## config.mk

```make
export PLATFORM = sky130hd
export DESIGN_NAME = pakin_flat
export DESIGN_NICKNAME = d
export VERILOG_FILES = /design/src/rtl/pakin_pkg.sv /design/src/rtl/pakin_if.sv /design/src/rtl/pakin_msg_fifo.sv /design/src/rtl/pakin.sv /design/src/flat_wrapper.sv
export SDC_FILE = /design/constraint.sdc
export NUM_CORES = 1
export LEC_CHECK = 0
export CAP_MARGIN = 20
export CELL_PAD_IN_SITES_DETAIL_PLACEMENT = 1
export CELL_PAD_IN_SITES_GLOBAL_PLACEMENT = 2
export CORE_ASPECT_RATIO = 1.5
export CORE_MARGIN = 5
export CORE_UTILIZATION = 36
export CTS_CLUSTER_DIAMETER = 40
export DETAILED_ROUTE_END_ITERATION = 12
export MAX_ROUTING_LAYER = met4
export PLACE_DENSITY = 0.72
export SYNTH_ARGS = -nofsm -noshare
export SYNTH_HDL_FRONTEND = slang
export SYNTH_SLANG_ARGS = --single-unit
export TNS_END_PERCENT = 20
```

## constraint.sdc

```tcl
create_clock -name i_clk -period 8.45 [get_ports i_clk]
set_input_delay 1.69 -clock i_clk [delete_from_list [all_inputs] [get_ports i_clk]]
set_output_delay 1.69 -clock i_clk [all_outputs]
set_load 0.02 [all_outputs]
```

## src/rtl/pakin_pkg.sv

```systemverilog
// Shared sizing, message layout and FSM state types for the packet-to-message reassembler.
package pakin_pkg;

   localparam int unsigned Asz      = 6;
   localparam int unsigned Dsz      = 8;
   localparam int unsigned Rsz      = 4;
   localparam int unsigned Psz      = 10;
   localparam int unsigned Fsz      = 4;
   localparam int unsigned NsReqCks = 2;
   localparam int unsigned NsAckCks = 2;

   localparam int unsigned Msz    = 2 * Asz + Dsz + Rsz;
   localparam int unsigned TotPks = Msz / Psz + 1;
   localparam int unsigned Iw     = ($clog2(TotPks) > 1) ? $clog2(TotPks) : 1;
   // Raw bit span of all packets of one message, including last-packet padding.
   localparam int unsigned Bw     = TotPks * Psz;

   typedef struct packed {
      logic [Asz-1:0] src;
      logic [Asz-1:0] dst;
      logic [Dsz-1:0] dat;
      logic [Rsz-1:0] red;
   } msg_t;

   typedef enum logic {
      StRxIdle,
      StRxAck
   } rx_state_e;

   typedef enum logic [1:0] {
      StTxIdle,
      StTxOffer,
      StTxDrain
   } tx_state_e;

   function automatic int unsigned cnt_width(input int unsigned cks);
      return (cks > 1) ? $clog2(cks) : 1;
   endfunction

endpackage

```

## src/rtl/pakin_if.sv

```systemverilog
// Packet-in and message-out 4-phase channels; master is the environment, slave is pakin.
interface pakin_if;
   import pakin_pkg::*;

   logic [Iw+Psz-1:0] rcv0_pakio;
   logic              rcv0_req;
   logic              rcv0_ack;
   logic [Asz-1:0]    snd0_src;
   logic [Asz-1:0]    snd0_dst;
   logic [Dsz-1:0]    snd0_dat;
   logic [Rsz-1:0]    snd0_red;
   logic              snd0_req;
   logic              snd0_ack;

   modport master (
      output rcv0_pakio,
      output rcv0_req,
      input  rcv0_ack,
      input  snd0_src,
      input  snd0_dst,
      input  snd0_dat,
      input  snd0_red,
      input  snd0_req,
      output snd0_ack
   );

   modport slave (
      input  rcv0_pakio,
      input  rcv0_req,
      output rcv0_ack,
      output snd0_src,
      output snd0_dst,
      output snd0_dat,
      output snd0_red,
      output snd0_req,
      input  snd0_ack
   );

endinterface

```

## src/rtl/pakin_msg_fifo.sv

```systemverilog
// Message FIFO with wrap-bit pointers; synchronous active-low reset clears pointers and storage.
module pakin_msg_fifo #(
   parameter int unsigned Depth = 4,
   parameter int unsigned Width = 24
) (
   input  logic             clk_i,
   input  logic             rst_ni,
   input  logic             push_i,
   input  logic [Width-1:0] wdata_i,
   input  logic             pop_i,
   output logic [Width-1:0] rdata_o,
   output logic             full_o,
   output logic             empty_o
);

   localparam int unsigned PtrW = (Depth > 1) ? $clog2(Depth) : 1;
   localparam logic [PtrW:0] PtrOne = 1;

   logic [PtrW:0]    wr_ptr_q, rd_ptr_q;
   logic [Width-1:0] mem_q [Depth];
   logic             do_push, do_pop;

   always_comb begin
      empty_o = (wr_ptr_q == rd_ptr_q);
      // Same slot with differing wrap bits means the writer lapped the reader.
      full_o  = (wr_ptr_q[PtrW] != rd_ptr_q[PtrW]) &&
                (wr_ptr_q[PtrW-1:0] == rd_ptr_q[PtrW-1:0]);
      do_push = push_i && !full_o;
      do_pop  = pop_i && !empty_o;
      rdata_o = mem_q[rd_ptr_q[PtrW-1:0]];
   end

   always_ff @(posedge clk_i) begin
      if (!rst_ni) begin
         wr_ptr_q <= '0;
         rd_ptr_q <= '0;
         for (int i = 0; i < int'(Depth); i++) begin
            mem_q[i] <= '0;
         end
      end else begin
         if (do_push) begin
            mem_q[wr_ptr_q[PtrW-1:0]] <= wdata_i;
            wr_ptr_q                  <= wr_ptr_q + PtrOne;
         end
         if (do_pop) begin
            rd_ptr_q <= rd_ptr_q + PtrOne;
         end
      end
   end

endmodule

```

## src/rtl/pakin.sv

```systemverilog
// Packet-to-message reassembler: debounced packet channel in, FIFO-buffered message channel out.
module pakin
   import pakin_pkg::*;
#(
   parameter int unsigned RcvReqCks = NsReqCks,
   parameter int unsigned SndAckCks = NsAckCks
) (
   input  logic    i_clk,
   input  logic    reset,
   output logic    ready,
   output logic    err,
   pakin_if.slave  chnl
);

   localparam int unsigned RcvCntW = cnt_width(RcvReqCks);
   localparam int unsigned SndCntW = cnt_width(SndAckCks);
   localparam logic [RcvCntW-1:0] RcvCntMax = RcvCntW'(RcvReqCks - 1);
   localparam logic [SndCntW-1:0] SndCntMax = SndCntW'(SndAckCks - 1);
   localparam logic [RcvCntW-1:0] RcvCntOne = 1;
   localparam logic [SndCntW-1:0] SndCntOne = 1;
   localparam logic [Iw-1:0]      LastIdx   = Iw'(TotPks - 1);
   localparam logic [Iw-1:0]      IdxOne    = 1;

   logic               rg_rdy_q;
   logic               req_db_q, req_rdy_q;
   logic [RcvCntW-1:0] req_cnt_q;
   logic               ack_db_q, ack_rdy_q;
   logic [SndCntW-1:0] ack_cnt_q;

   rx_state_e          rx_state_q;
   logic               rcv_ack_q, err_q;
   logic [Iw-1:0]      exp_q;
   logic [Psz-1:0]     pkt_q [TotPks];

   tx_state_e          tx_state_q;
   logic               snd_req_q;
   msg_t               snd_msg_q;

   logic [Iw-1:0]      pkt_idx;
   logic [Psz-1:0]     pkt_pay;
   logic [Bw-1:0]      asm_bits;
   logic [Msz-1:0]     push_msg;
   msg_t               head_msg;
   logic               fifo_push, fifo_pop, fifo_full, fifo_empty;
   logic               unused_pad;

   assign pkt_idx = chnl.rcv0_pakio[Psz +: Iw];
   assign pkt_pay = chnl.rcv0_pakio[Psz-1:0];

   always_ff @(posedge i_clk) begin
      if (!reset) begin
         rg_rdy_q <= 1'b0;
      end else begin
         rg_rdy_q <= 1'b1;
      end
   end

   // A level change only propagates after RcvReqCks consecutive differing samples.
   always_ff @(posedge i_clk) begin
      if (!reset) begin
         req_db_q  <= 1'b0;
         req_cnt_q <= '0;
         req_rdy_q <= 1'b0;
      end else begin
         req_rdy_q <= 1'b1;
         if (chnl.rcv0_req == req_db_q) begin
            req_cnt_q <= '0;
         end else if (req_cnt_q == RcvCntMax) begin
            req_db_q  <= chnl.rcv0_req;
            req_cnt_q <= '0;
         end else begin
            req_cnt_q <= req_cnt_q + RcvCntOne;
         end
      end
   end

   always_ff @(posedge i_clk) begin
      if (!reset) begin
         ack_db_q  <= 1'b0;
         ack_cnt_q <= '0;
         ack_rdy_q <= 1'b0;
      end else begin
         ack_rdy_q <= 1'b1;
         if (chnl.snd0_ack == ack_db_q) begin
            ack_cnt_q <= '0;
         end else if (ack_cnt_q == SndCntMax) begin
            ack_db_q  <= chnl.snd0_ack;
            ack_cnt_q <= '0;
         end else begin
            ack_cnt_q <= ack_cnt_q + SndCntOne;
         end
      end
   end

   // Stored packets fill the low slots; the packet on the bus completes the top slot.
   always_comb begin
      asm_bits = '0;
      for (int k = 0; k < int'(TotPks) - 1; k++) begin
         asm_bits[k*Psz +: Psz] = pkt_q[k];
      end
      asm_bits[(TotPks-1)*Psz +: Psz] = pkt_pay;
   end

   assign push_msg   = asm_bits[Msz-1:0];
   assign unused_pad = ^asm_bits[Bw-1:Msz];

   assign fifo_push = rg_rdy_q && (rx_state_q == StRxIdle) && req_db_q &&
                      (pkt_idx == exp_q) && (exp_q == LastIdx) && !fifo_full;
   assign fifo_pop  = (tx_state_q == StTxOffer) && ack_db_q;

   pakin_msg_fifo #(
      .Depth (Fsz),
      .Width (Msz)
   ) u_fifo (
      .clk_i   (i_clk),
      .rst_ni  (reset),
      .push_i  (fifo_push),
      .wdata_i (push_msg),
      .pop_i   (fifo_pop),
      .rdata_o (head_msg),
      .full_o  (fifo_full),
      .empty_o (fifo_empty)
   );

   always_ff @(posedge i_clk) begin
      if (!reset) begin
         rx_state_q <= StRxIdle;
         rcv_ack_q  <= 1'b0;
         err_q      <= 1'b0;
         exp_q      <= '0;
         for (int k = 0; k < int'(TotPks); k++) begin
            pkt_q[k] <= '0;
         end
      end else begin
         err_q <= 1'b0;
         unique case (rx_state_q)
            StRxIdle: begin
               if (rg_rdy_q && req_db_q) begin
                  if (pkt_idx == exp_q) begin
                     if (exp_q != LastIdx) begin
                        pkt_q[exp_q] <= pkt_pay;
                        exp_q        <= exp_q + IdxOne;
                        rcv_ack_q    <= 1'b1;
                        rx_state_q   <= StRxAck;
                     end else if (!fifo_full) begin
                        exp_q      <= '0;
                        rcv_ack_q  <= 1'b1;
                        rx_state_q <= StRxAck;
                     end
                  end else begin
                     // Out of sequence: drop the partial, but a fresh index 0 starts a new one.
                     err_q      <= 1'b1;
                     rcv_ack_q  <= 1'b1;
                     rx_state_q <= StRxAck;
                     if (pkt_idx == '0) begin
                        pkt_q[0] <= pkt_pay;
                        exp_q    <= IdxOne;
                     end else begin
                        exp_q <= '0;
                     end
                  end
               end
            end
            StRxAck: begin
               if (!req_db_q) begin
                  rcv_ack_q  <= 1'b0;
                  rx_state_q <= StRxIdle;
               end
            end
            default: rx_state_q <= StRxIdle;
         endcase
      end
   end

   always_ff @(posedge i_clk) begin
      if (!reset) begin
         tx_state_q <= StTxIdle;
         snd_req_q  <= 1'b0;
         snd_msg_q  <= '0;
      end else begin
         unique case (tx_state_q)
            StTxIdle: begin
               if (rg_rdy_q && !ack_db_q && !fifo_empty) begin
                  snd_msg_q  <= head_msg;
                  snd_req_q  <= 1'b1;
                  tx_state_q <= StTxOffer;
               end
            end
            StTxOffer: begin
               if (ack_db_q) begin
                  snd_req_q  <= 1'b0;
                  tx_state_q <= StTxDrain;
               end
            end
            StTxDrain: begin
               if (!ack_db_q) begin
                  tx_state_q <= StTxIdle;
               end
            end
            default: tx_state_q <= StTxIdle;
         endcase
      end
   end

   assign chnl.rcv0_ack = rcv_ack_q;
   assign chnl.snd0_req = snd_req_q;
   assign chnl.snd0_src = snd_msg_q.src;
   assign chnl.snd0_dst = snd_msg_q.dst;
   assign chnl.snd0_dat = snd_msg_q.dat;
   assign chnl.snd0_red = snd_msg_q.red;
   assign err           = err_q;
   assign ready         = rg_rdy_q && req_rdy_q && ack_rdy_q;

endmodule

```

## src/flat_wrapper.sv

```systemverilog
// flat-port wrapper written by rule: the top's interface ports become plain ports
module pakin_flat import pakin_pkg::*;
#(
   parameter int unsigned RcvReqCks = NsReqCks,
   parameter int unsigned SndAckCks = NsAckCks
)
  (i_clk, reset, ready, err, chnl_rcv0_pakio, chnl_rcv0_req, chnl_rcv0_ack, chnl_snd0_src, chnl_snd0_dst, chnl_snd0_dat, chnl_snd0_red, chnl_snd0_req, chnl_snd0_ack);
  pakin_if chnl_i ();
  input  logic i_clk;
  input  logic reset;
  output logic ready;
  output logic err;
  input wire logic [$bits(chnl_i.rcv0_pakio)-1:0] chnl_rcv0_pakio;
  input wire logic [$bits(chnl_i.rcv0_req)-1:0] chnl_rcv0_req;
  output wire logic [$bits(chnl_i.rcv0_ack)-1:0] chnl_rcv0_ack;
  output wire logic [$bits(chnl_i.snd0_src)-1:0] chnl_snd0_src;
  output wire logic [$bits(chnl_i.snd0_dst)-1:0] chnl_snd0_dst;
  output wire logic [$bits(chnl_i.snd0_dat)-1:0] chnl_snd0_dat;
  output wire logic [$bits(chnl_i.snd0_red)-1:0] chnl_snd0_red;
  output wire logic [$bits(chnl_i.snd0_req)-1:0] chnl_snd0_req;
  input wire logic [$bits(chnl_i.snd0_ack)-1:0] chnl_snd0_ack;
  assign chnl_i.rcv0_pakio = chnl_rcv0_pakio;
  assign chnl_i.rcv0_req = chnl_rcv0_req;
  assign chnl_rcv0_ack = chnl_i.rcv0_ack;
  assign chnl_snd0_src = chnl_i.snd0_src;
  assign chnl_snd0_dst = chnl_i.snd0_dst;
  assign chnl_snd0_dat = chnl_i.snd0_dat;
  assign chnl_snd0_red = chnl_i.snd0_red;
  assign chnl_snd0_req = chnl_i.snd0_req;
  assign chnl_i.snd0_ack = chnl_snd0_ack;
  pakin #(.RcvReqCks(RcvReqCks), .SndAckCks(SndAckCks)) u_core (.i_clk(i_clk), .reset(reset), .ready(ready), .err(err), .chnl(chnl_i));
endmodule
```

After elaboration in Yosys (flattened, before gate mapping)

Memory sizes are Yosys's and may differ from the RTL's. A register that Yosys moved wholly into a read port is not among the register bits.
Index checks and enable logic that the tools add are counted.
Widths: inputs -> output; s select.

Input bits: 16
Word-level logic and storage cells: 122
RAM bits: 126
Memories: 2
Output and inout bits: 28
Flip-flop bits (word level): 19

Equal/unequal tests: 17
Mux-type cells: 48
Reductions and logical operators: 31
Add/sub/neg operators: 5
Bitwise operators: 6

Memories:

| name                | words | bits a word | read ports | clocked after Yosys merged registers in | wr ports | RTL line             | source |
|---|---|---|---|---|---|---|---|
| u_core.u_fifo.mem_q | 4     | 24          | 1          | 1                                       | 4        | pakin_msg_fifo.sv:20 | `logic [Width-1:0] mem_q [Depth];` |
| u_core.pkt_q        | 3     | 10          | 2          | 0                                       | 3        | pakin.sv:33          | `logic [Psz-1:0] pkt_q [TotPks];` |

Operators with widths:

| cell                | count |
|---|---|
| $mux 1              | 33 |
| $mux 24             | 1 |
| $reduce_or 24->1    | 1 |
| $mux 10             | 2 |
| $mux 2              | 8 |
| $logic_and 1x1->1   | 12 |
| $reduce_and 3->1    | 4 |
| $reduce_or 10->1    | 1 |
| $reduce_or 3->1     | 3 |
| $ne 2x2->1 const B  | 4 |
| $add 3x1->3 const B | 2 |
| $pmux 1 s2          | 3 |
| $pmux 2 s3          | 1 |
| $reduce_and 2->1    | 3 |
| $not 1->1           | 5 |
| $eq 2x2->1          | 2 |
| $eq 2x2->1 const B  | 2 |
| $logic_not 1->1     | 4 |
| $logic_not 2->1     | 2 |
| $ne 2x1->1 const B  | 2 |
| $ne 4x4->1 const B  | 1 |
| $eq 3x3->1          | 1 |
| $ne 3x3->1 const B  | 1 |
| $add 1x1->1 const B | 2 |
| 6 further kinds     | 7 |

Longest topological paths before layout

Gate-level depths: netlist (run 1).

Depth after elaboration: 12
Depth in mapped cells: 7
Gate-level depth less buffers: 4

Hierarchy

A second synthesis (run 1) with hierarchy kept.

Cells, all modules: 544
Area total of the unflattened synthesis: 6944.2 µm²

By module, submodules not included:

| module         | cells an instance | area each (µm²) | times used | sequential area each (µm²) |
|---|---|---|---|---|
| pakin_msg_fifo | 341               | 4713.3          | 1          | 3042.9 |
| pakin          | 203               | 2230.9          | 1          | 1341.3 |

Least setup slack after synthesis (run 1)

No wires, ideal clock.

Kind: input port to flip-flop
Start point: input chnl_rcv0_pakio[10]
End point: memory u_core.u_fifo.mem_q[3][0] (enable)
Data required time: 8.012 ns
Buffers on the path: 1
Setup time: 0.438 ns
Stages on the path: 4
Setup slack: 3.944 ns
Arrival: 4.068 ns
Cells stage by stage: and4bb_2 o311ai_4 buf_2 o21ai_0

RTL lines:

| element     | RTL line             | source |
|---|---|---|
| from (decl) | flat_wrapper.sv:13   | `input wire logic [$bits(chnl_i.rcv0_pakio)-1:0] chnl_rcv0_pakio;` |
| to (decl)   | pakin_msg_fifo.sv:20 |  |

==> impl_metrics.yaml, run 1 <==
logic_synthesis:
  synth_ff_type: "edfxtp_1"
  synth_top_cell_by_area: "edfxtp_1"
  synth_edf_count: 116
  syn_avg_cell_area_sq_um: 12.9
  ys_seq_area_frac: 0.660
  synthCells: 511
  syn_nets: 529
  synth.ff_latch_count: 159
  async_reset_ff_frac: 0
  synth_cell_type_count: 36
  syn_area_sq_um: 6580
  synthTopCellsByArea: "edfxtp_1, dfxtp_1, mux4_2"
  netlist.area_leader.share: 0.529
  ys_warn_count: 0
layout:
  area_growth_pct: 19.7
  seq_area_sq_um: 4350
  n_fill_cell: 1838
  drive_gt1_frac: 0.172
  multi_input_area_sq_um: 2040
  num-nets-final: 563
  fin_area_sq_um: 7880
  n_antenna_cell: 0
  finish.utilization: 0.439
  fin_cells: 775
route:
  drtIter0Drc: 234
  vias: 3893
  via_per_inst: 5.02
  first_pass_iters: 4
  routedWlPerCell_um: 19.6
  final_antenna_net_count: 0
  drcViolationCount: 0
  wl_mm: 15.2
clocking:
  clkTransAtPathRegs_ns: 0.06
  ctsHoldBuffers: 0
  cts_resized: 0
  clockBufferDepth: 2
  clockRootBuffer: "clkbuf_16"
  cts_made_buffers: 17
  cts_tree: "built"
  clk_latency_ns: 0.42
  ctsHtreeMaxLevel: 4
  cts.sinks: 159
  post_cts_buffers: 0
grt:
  grt_pass1_wl_mm: 24.4
  gr-total-overflow: 0
  grt_max_degree: 94
  grt_pass1_vias: 4248
  antenna_found_initial: 0
  grtUsageTotal: 0.158
worst_setup_path:
  startpoint_type: "primary input"
  crit_required_ns: 8.62
  crit_fanout: 33
  crit_path_end_kind: "flop"
  critPathKind: "primary input to flop"
  r2r_start: "u_core.u_fifo.rd_ptr_q[0]"
  arrival_ns: 4.88
  timing.rr.end: "u_core.u_fifo.mem_q[0][20]"
  rr_worst_depth: 6
  r2r_slack_ns: 4.76
power_and_ir_drop:
  p_sw_frac: 0.201
  p_switching_uw: 349
  p_leak_nw: 2.65
  ir_drop_uv: 121
  internal-power_mw: 1.38
  powerDensity_nw_per_um2: 220
  p_total_mw: 1.73
  combPwrFrac: 0.033
  clock_power_share: 0.469
  pwr-share-seq: 0.499
floorplanning:
  die_w_um: 120
  core_area_sq_um: 17900
  io_pins: 44
  initial_core_util: 0.367
  floorplan.die_area_sq_um: 21100
  rows: 60
  die_h_um: 176
min_path:
  hp-class: "flop to flop"
  hold_start: "u_core.chnl.snd0_dat[4]"
  min_delay_path_depth: 2
  holdPathEnd: "u_core.chnl.snd0_dat[4]"
timing:
  period_minus_slack_ns: 4.71
  finalHoldViolations: 0
  rsz0062_at_grt: "false"
  tns_ns: 0
  hold_slack_ns: 0.447
  fin_worst_skew_ns: 0.00900
  relSlewSlack: 0.302
  setup_violations: 0
  worst_pin_slew_ns: 1.04
  worst_slack_ns: 3.74
  final_max_slew_viol_count: 0
  fmax_ghz: 0.212
  timing.final.crit_share: 0.558
outcome:
  outcome: "finished, final reports clean"
placement:
  dp_cells: 739
  dpl_cell_area_sq_um: 7140
  detailedPlace.worstSlack_ns: 2.94
  gp_congestion: 0.764
  port_buffers: 43
  place_hpwl_mm: 9.90
flow_run:
  cap_violations: 0
-- kinds of logic after synthesis --
| group | count (synthesis) | share of synthesized area |
|---|---|---|
| muxes | 27 | 0.0867 |
| and+or+nand+nor | 229 | 0.161 |
| xor gates and xnor gates | 12 | 0.0194 |
| adders and majority gates | 2 | 0.00380 |
| AOI/OAI and AO/OA | 41 | 0.0357 |
| buffers and inverters | 41 | 0.0331 |
| DFF | 159 | 0.660 |
-- worst max path at each step --
stage | start | endpoint | cells past startpoint | slack, ns
5_1_grt | chnl_rcv0_pakio[10] | u_core.u_fifo.mem_q[0][20] | 7 | 3.46
4_1_cts | chnl_rcv0_pakio[10] | u_core.u_fifo.mem_q[0][20] | 6 | 3.36
6_report | chnl_rcv0_pakio[10] | u_core.u_fifo.mem_q[0][20] | 7 | 3.74
3_5_place_dp | chnl_rcv0_pakio[10] | u_core.u_fifo.mem_q[0][9] | 6 | 2.94
3_3_place_gp | chnl_rcv0_pakio[10] | u_core.u_fifo.mem_q[0][17] | 6 | 3.11
2_1_floorplan | chnl_rcv0_pakio[10] | u_core.u_fifo.mem_q[3][0] | 4 | 3.94
-- area by class of cell --
class,instances,area share
inverter,3,0.00143
sequential,159,0.552
clock buffer,23,0.0636
tap,217,0.0345
multi-input combinational,311,0.259
clock inverter,9,0.0164
timing repair buffer,53,0.0737
-- critical path, stage by stage --
cell and delay [ns]:
clkdlybuf4s50_1 0.55, and4bb_2 0.29, o311ai_4 0.08, buf_4 0.40, or3_1 0.84, nand2_1 0.66, buf_16 0.36
-- synth_stat cells, drive strengths merged, types with 4 or more instances --
master	number
a21oi	7
and2	11
and3	7
buf	22
clkbuf	16
dfxtp	43
edfxtp	116
mux4	24
nand2	59
nand3	26
nor2	110
o21ai	29
xnor2	8
xor2	4
-- layout by cell type, fill, tap and decap left out, drive strengths merged --
| cell | instances |
|---|---|
| clkbuf | 23 |
| bufinv | 3 |
| edfxtp | 116 |
| a31oi | 3 |
| nor2 | 110 |
| dfxtp | 43 |
| nand3 | 26 |
| a21oi | 7 |
| clkdlybuf4s50 | 42 |
| nand4b | 1 |
| and3 | 7 |
| nand3b | 2 |
| o311ai | 1 |
| clkinvlp | 1 |
| and4bb | 1 |
| and2 | 11 |
| clkinv | 5 |
| mux4 | 24 |
| ha | 2 |
| mux2i | 3 |
| nand2 | 59 |
| o21ai | 29 |
| inv | 3 |
| or3 | 2 |
| nor3 | 3 |
| or4b | 1 |
| xor2 | 4 |
| xnor2 | 8 |
| or3b | 2 |
| buf | 11 |
| nor4bb | 1 |
| nand2b | 2 |
| a21bo | 1 |
| and3b | 1 |
-- state kept, by name, summed over array words and instances, names as in the netlist, 2 cells and up --
signal	count
u_core.u_fifo.rd_ptr_q	3
u_core.u_fifo.mem_q	96
u_core.chnl.snd0_src	6
u_core.u_fifo.wr_ptr_q	3
u_core.chnl.snd0_dat	8
u_core.pkt_q	20
u_core.exp_q	2
u_core.chnl.snd0_dst	6
u_core.tx_state_q	2
u_core.chnl.snd0_red	4
-- power groups by stage --
stage / combinational (mW) / sequential [mW] / clock (mW)
3_5_place_dp: 0.0525 / 0.882 / 0
6_report: 0.0564 / 0.864 / 0.812
5_1_grt: 0.0612 / 0.866 / 0.861
2_1_floorplan: 0.0302 / 0.877 / 0
4_1_cts: 0.0529 / 0.865 / 0.828
3_3_place_gp: 0.0510 / 0.880 / 0
-- per-layer routing --
metal	share of wire	vias up	wire length, um	global-route usage
li1	-	1869	-	-
met1	0.39	1927	6000	0.172
met2	0.55	76	8420	0.284
met3	0.030	21	450	0.0303
met4	0.024	0	358	0.0595
met5	0	-	0	-
(Power assumes the default switching activity.)
==> run 2, diff against run 1 <==
--- a/config.mk
+++ b/config.mk
@@ -14,7 +14,7 @@
 export CTS_CLUSTER_DIAMETER = 40
 export DETAILED_ROUTE_END_ITERATION = 12
 export MAX_ROUTING_LAYER = met4
-export PLACE_DENSITY = 0.72
+export PLACE_DENSITY = 0.74
 export SYNTH_ARGS = -nofsm -noshare
 export SYNTH_HDL_FRONTEND = slang
 export SYNTH_SLANG_ARGS = --single-unit
==> constraint.sdc (replaced) <==
create_clock -name i_clk -period 4.24 [get_ports i_clk]
set_input_delay 0.848 -clock i_clk [delete_from_list [all_inputs] [get_ports i_clk]]
set_output_delay 0.848 -clock i_clk [all_outputs]
set_load 0.02 [all_outputs]
==> run 2 against run 1 <==
  * Combinational power grew 86%
  * Utilization shrank 0.56 points
  * Sequential cell count is the same
  * Cell count grew 0.26%
  * Via count grew 1.8%
  * Highest routed layer unchanged
  * Routed wire length shrank 3.6%
  * Critical endpoint is now u_core.u_fifo.mem_q[2][5]
  * Register-to-register slack lost 3.0 ns
  * Final area shrank 1.3%
  * Largest cell class unchanged
==> impl_metrics.yaml, run 2 (same netlist as run 1, synthesis figures left out) <==
worst_setup_path:
  crit_path_end_kind: "flop"
  rr_worst_depth: 4
  arrival_ns: 2.97
  r2r_slack_ns: 1.73
  critPathKind: "primary input to flop"
  timing.rr.end: "u_core.pkt_q[0][9]"
  cp_common_cell: "buf_4"
  crit_required_ns: 4.32
  startpoint_type: "primary input"
  cp_slowest_cell: "clkdlybuf4s50_1"
  slowest_delay_ns: 0.57
  crit_chain: "clkdlybuf4s50_1 -> and4bb_2 -> o311ai_4 -> or3b_1 -> buf_4 -> nand2_1 -> buf_4"
  crit_fanout: 25
  r2r_start: "u_core.req_db_q"
timing:
  hold_slack_ns: 0.443
  finalHoldViolations: 0
  fmax_ghz: 0.345
  rsz0062_at_grt: "false"
  tns_ns: 0
  setup_violations: 0
  worst_slack_ns: 1.34
  worst_pin_slew_ns: 0.946
  timing.final.crit_share: 0.683
  final_max_slew_viol_count: 0
  period_minus_slack_ns: 2.90
  fin_worst_skew_ns: 0.0136
  relSlewSlack: 0.364
clocking:
  clockBufferDepth: 2
  clkTransAtPathRegs_ns: 0.07
  cts_tree: "built"
  clockRootBuffer: "clkbuf_16"
  clk_latency_ns: 0.42
  cts_made_buffers: 17
  ctsHtreeMaxLevel: 4
  cts_resized: 0
  ctsHoldBuffers: 0
  post_cts_buffers: 0
  cts.sinks: 159
layout:
  n_antenna_cell: 0
  mostFrequentLayoutCells: "edfxtp_1, nor2_1, nand2_1"
  top_register: "u_core.u_fifo.mem_q"
  final_common_cell: "edfxtp_1"
  num-nets-final: 565
  area_growth_pct: 18.1
  largest_reg_flops: 96
  drive_gt1_frac: 0.179
  n_fill_cell: 1831
power_and_ir_drop:
  p_total_mw: 3.32
  powerDensity_nw_per_um2: 427
  ir_drop_uv: 264
  p_leak_nw: 2.62
floorplanning:
  floorplan.die_area_sq_um: 21100
  die_h_um: 176
  rows: 60
  initial_core_util: 0.367
  die_w_um: 120
  core_area_sq_um: 17900
  io_pins: 44
route:
  final_antenna_net_count: 0
  drtIter0Drc: 199
  first_pass_iters: 4
  drcViolationCount: 0
  wl_mm: 14.7
  routedWlPerCell_um: 18.9
  vias: 3962
  via_per_inst: 5.10
placement:
  gp_congestion: 0.791
  detailedPlace.worstSlack_ns: 0.937
  place_hpwl_mm: 10.0
  port_buffers: 43
min_path:
  hold_start: "u_core.req_cnt_q"
  min_delay_path_depth: 1
  holdPathEnd: "u_core.req_cnt_q"
  hp-class: "flop to flop"
flow_run:
  cap_violations: 0
grt:
  grt_pass1_vias: 4267
  gr-total-overflow: 0
  grtUsageTotal: 0.151
  grt_max_degree: 93
  antenna_found_initial: 0
  grt_pass1_wl_mm: 23.8
outcome:
  outcome: "finished, final reports clean"
==> run 2: cell count changes in the layout (fill, tap and decap cells not counted) <==
cell        change
clkbuf_8        -1
buf_4           +6
clkbuf_4        +2
clkinv_2        +1
clkinvlp_4      -1
clkbuf_1        -1
bufinv_16       -3
clkinv_1        -1
buf_16          -4
clkbuf_16       +2
inv_4           +2
==> run 2: routing by layer <==
metal  global-route usage  part of all wire
met1                0.169              0.39
met3               0.0296             0.039
met2                0.269              0.55
met5                    -                 0
met4               0.0501             0.014
==> run 2: per-stage QoR <==
step	util	instance area (sq um)	std cells
finish	0.433	7770	777
global route	0.433	7770	777
CTS	0.433	7770	777
detailed placement	0.400	7180	745
global placement	0.400	7180	745
floorplan	-	6580	511
==> run 2: critical path, delay by kind of cell <==
| family | cells | cell delay, ns |
|---|---|---|
| buffers and inverters | 3 | 1.15 |
| and+or+nand+nor | 3 | 0.81 |
| AOI/OAI and AO/OA | 1 | 0.13 |
==> run 2: area by class of cell <==
class,count,area [sq um],area share
Clock buffer,25,548,0.0705
Tap cell,217,272,0.0349
Timing Repair Buffer,55,515,0.0663
Sequential cell,159,4350,0.559
Inverter,3,11.3,0.00145
Multi-Input combinational cell,311,2040,0.262
Clock inverter,7,45.0,0.00579
==> run 2: how the worst max path moves through the flow <==
stage / end / from / slack (ns) / depth (start not counted)
2_1_floorplan: u_core.u_fifo.mem_q[3][0] / chnl_rcv0_pakio[10] / 0.58 / 4
3_3_place_gp: u_core.u_fifo.mem_q[2][17] / chnl_rcv0_pakio[10] / 0.99 / 7
3_5_place_dp: u_core.u_fifo.mem_q[2][19] / chnl_rcv0_pakio[10] / 0.94 / 7
4_1_cts: u_core.u_fifo.mem_q[2][4] / chnl_rcv0_pakio[10] / 1.37 / 7
5_1_grt: u_core.u_fifo.mem_q[2][20] / chnl_rcv0_pakio[11] / 1.26 / 7
6_report: u_core.u_fifo.mem_q[2][5] / chnl_rcv0_pakio[11] / 1.34 / 7
==> run 2: report_power, final <==
part	internal, mW	leakage (nW)	switching [mW]	total [mW]
registers	1.70	1.55	0.0177	1.72
clock network	0.903	0.299	0.592	1.49
logic	0.0360	0.777	0.0690	0.105
==> run 3, diff against run 2 <==
--- a/config.mk
+++ b/config.mk
@@ -14,7 +14,7 @@
 export CTS_CLUSTER_DIAMETER = 40
 export DETAILED_ROUTE_END_ITERATION = 12
 export MAX_ROUTING_LAYER = met4
-export PLACE_DENSITY = 0.74
+export PLACE_DENSITY = 0.72
 export SYNTH_ARGS = -nofsm -noshare
 export SYNTH_HDL_FRONTEND = slang
 export SYNTH_SLANG_ARGS = --single-unit
==> constraint.sdc (replaced) <==
create_clock -name i_clk -period 2.8 [get_ports i_clk]
set_input_delay 0.56 -clock i_clk [delete_from_list [all_inputs] [get_ports i_clk]]
set_output_delay 0.56 -clock i_clk [all_outputs]
set_load 0.02 [all_outputs]
==> run 3 against run 2 <==
  * Setup slack worse by 0.67 ns
  * Global-route usage is 0.43 points higher
  * Clock-buffer cell count is 3 lower
  * Routed wire length is 1.2% higher
  * Total power is 52% higher
==> impl_metrics.yaml, run 3 (same netlist as run 1, synthesis figures left out) <==
timing:
  tns_ns: 0
  timing.final.crit_share: 0.760
  fin_worst_skew_ns: 0.00833
  rsz0062_at_grt: "false"
  hold_slack_ns: 0.443
  finalHoldViolations: 0
  period_minus_slack_ns: 2.13
  worst_pin_slew_ns: 0.562
  relSlewSlack: 0.625
  fmax_ghz: 0.470
  final_max_slew_viol_count: 0
  setup_violations: 0
route:
  final_antenna_net_count: 0
  wl_mm: 14.9
  drcViolationCount: 0
  drtIter0Drc: 192
  via_per_inst: 5.12
  routedWlPerCell_um: 18.9
  vias: 4018
  first_pass_iters: 5
worst_setup_path:
  crit_buf_inv: 2
  crit_fanout: 24
  crit_required_ns: 2.91
  crit_path_end_kind: "flop"
  arrival_ns: 2.24
  critPathKind: "primary input to flop"
  crit_chain: "clkdlybuf4s50_1 -> and4bb_2 -> o311ai_4 -> or3b_1 -> nand2_1 -> buf_12"
  critPathTopFamily: "simple AND/OR/NAND/NOR gates"
  slowest_delay_ns: 0.42
  cp_slowest_cell: "clkdlybuf4s50_1"
  startpoint_type: "primary input"
layout:
  fin_cells: 785
  largest_reg_flops: 96
  drive_gt1_frac: 0.190
  area_growth_pct: 19.9
  mostFrequentLayoutCells: "edfxtp_1, nor2_1, nand2_1"
  finish.utilization: 0.440
  top_register: "u_core.u_fifo.mem_q"
  final_common_cell: "edfxtp_1"
  num-nets-final: 573
  n_antenna_cell: 0
power_and_ir_drop:
  p_total_mw: 5.05
  ir_drop_uv: 361
  p_leak_nw: 2.66
  powerDensity_nw_per_um2: 641
floorplanning:
  initial_core_util: 0.367
  die_h_um: 176
  io_pins: 44
  floorplan.die_area_sq_um: 21100
  rows: 60
  core_area_sq_um: 17900
  die_w_um: 120
placement:
  dp_cells: 753
  port_buffers: 43
  gp_congestion: 0.790
  place_hpwl_mm: 9.79
clocking:
  ctsHoldBuffers: 0
  ctsHtreeMaxLevel: 4
  clockRootBuffer: "clkbuf_16"
  cts_tree: "built"
  clk_latency_ns: 0.42
  clockBufferDepth: 2
  post_cts_buffers: 0
  cts.sinks: 159
  clkTransAtPathRegs_ns: 0.06
  cts_made_buffers: 17
  cts_resized: 0
grt:
  grt_pass1_vias: 4507
  antenna_found_initial: 0
  grt_use_met1: 0.172
  use_met3: 0.0313
  grt_pass1_wl_mm: 24.3
  gr-total-overflow: 0
  grtUsageMet2: 0.279
  top_usage_layer: "met2"
  grt_max_degree: 55
  grtUsageTotal: 0.155
flow_run:
  cap_violations: 0
min_path:
  hp-class: "flop to flop"
outcome:
  outcome: "finished, final reports clean"
## run 3: changes by cell type in the layout (fill, tap and decap cells not counted), sizes merged
cell / change
clkinvlp: +2
clkbuf: -3
buf: +8
inv: +1
bufinv: +1
clkinv: -1
## run 3: through the flow
step	instance area, sq um	worst slack (ns)
after floorplan	6580	0.0767
after global placement	7300	0.249
after detailed placement	7300	0.249
after CTS	7890	0.689
after global routing	7890	0.596
final	7890	0.671
## run 3: worst reg2reg max path, cell delays in order (launching register included)
cell,delay [ns]
dfxtp_1,0.44
and3b_1,0.39
o311ai_4,0.17
or3b_1,0.42
nand2_1,0.12
buf_12,0.19
## run 3: power breakdown
part | switching [mW] | total, mW | internal [mW]
registers | 0.0232 | 2.60 | 2.58
logic | 0.109 | 0.176 | 0.0669
clock network | 0.942 | 2.28 | 1.33
total | 1.07 | 5.05 | 3.98
## run 3: area by class of cell
type | count | area, sq um
well taps | 217 | 272
multi-input cells | 311 | 2040
flip-flops and latches | 159 | 4350
repair buffers | 63 | 638
fillers | 1869 | 10100
clock inverters | 10 | 100
inverters | 3 | 11.3
clock buffers | 22 | 485
## run 3: routing by layer
| layer | vias to the layer above | part of all wire |
|---|---|---|
| met2 | 68 | 0.55 |
| met5 | - | 0 |
| met4 | 0 | 0.016 |
| li1 | 1894 | - |
| met3 | 15 | 0.030 |
| met1 | 2041 | 0.41 |
## run 3: worst paths after layout
path,startpoint,end,slack (ns),cells past startpoint
worst max-delay path,chnl_rcv0_pakio[10],u_core.u_fifo.mem_q[2][23],0.67,6
worst min-delay path,u_core.ack_cnt_q,u_core.ack_cnt_q,0.44,1
worst max register to register,u_core.req_db_q,u_core.u_fifo.mem_q[2][23],0.74,5
worst min register to register,u_core.ack_cnt_q,u_core.ack_cnt_q,0.44,1
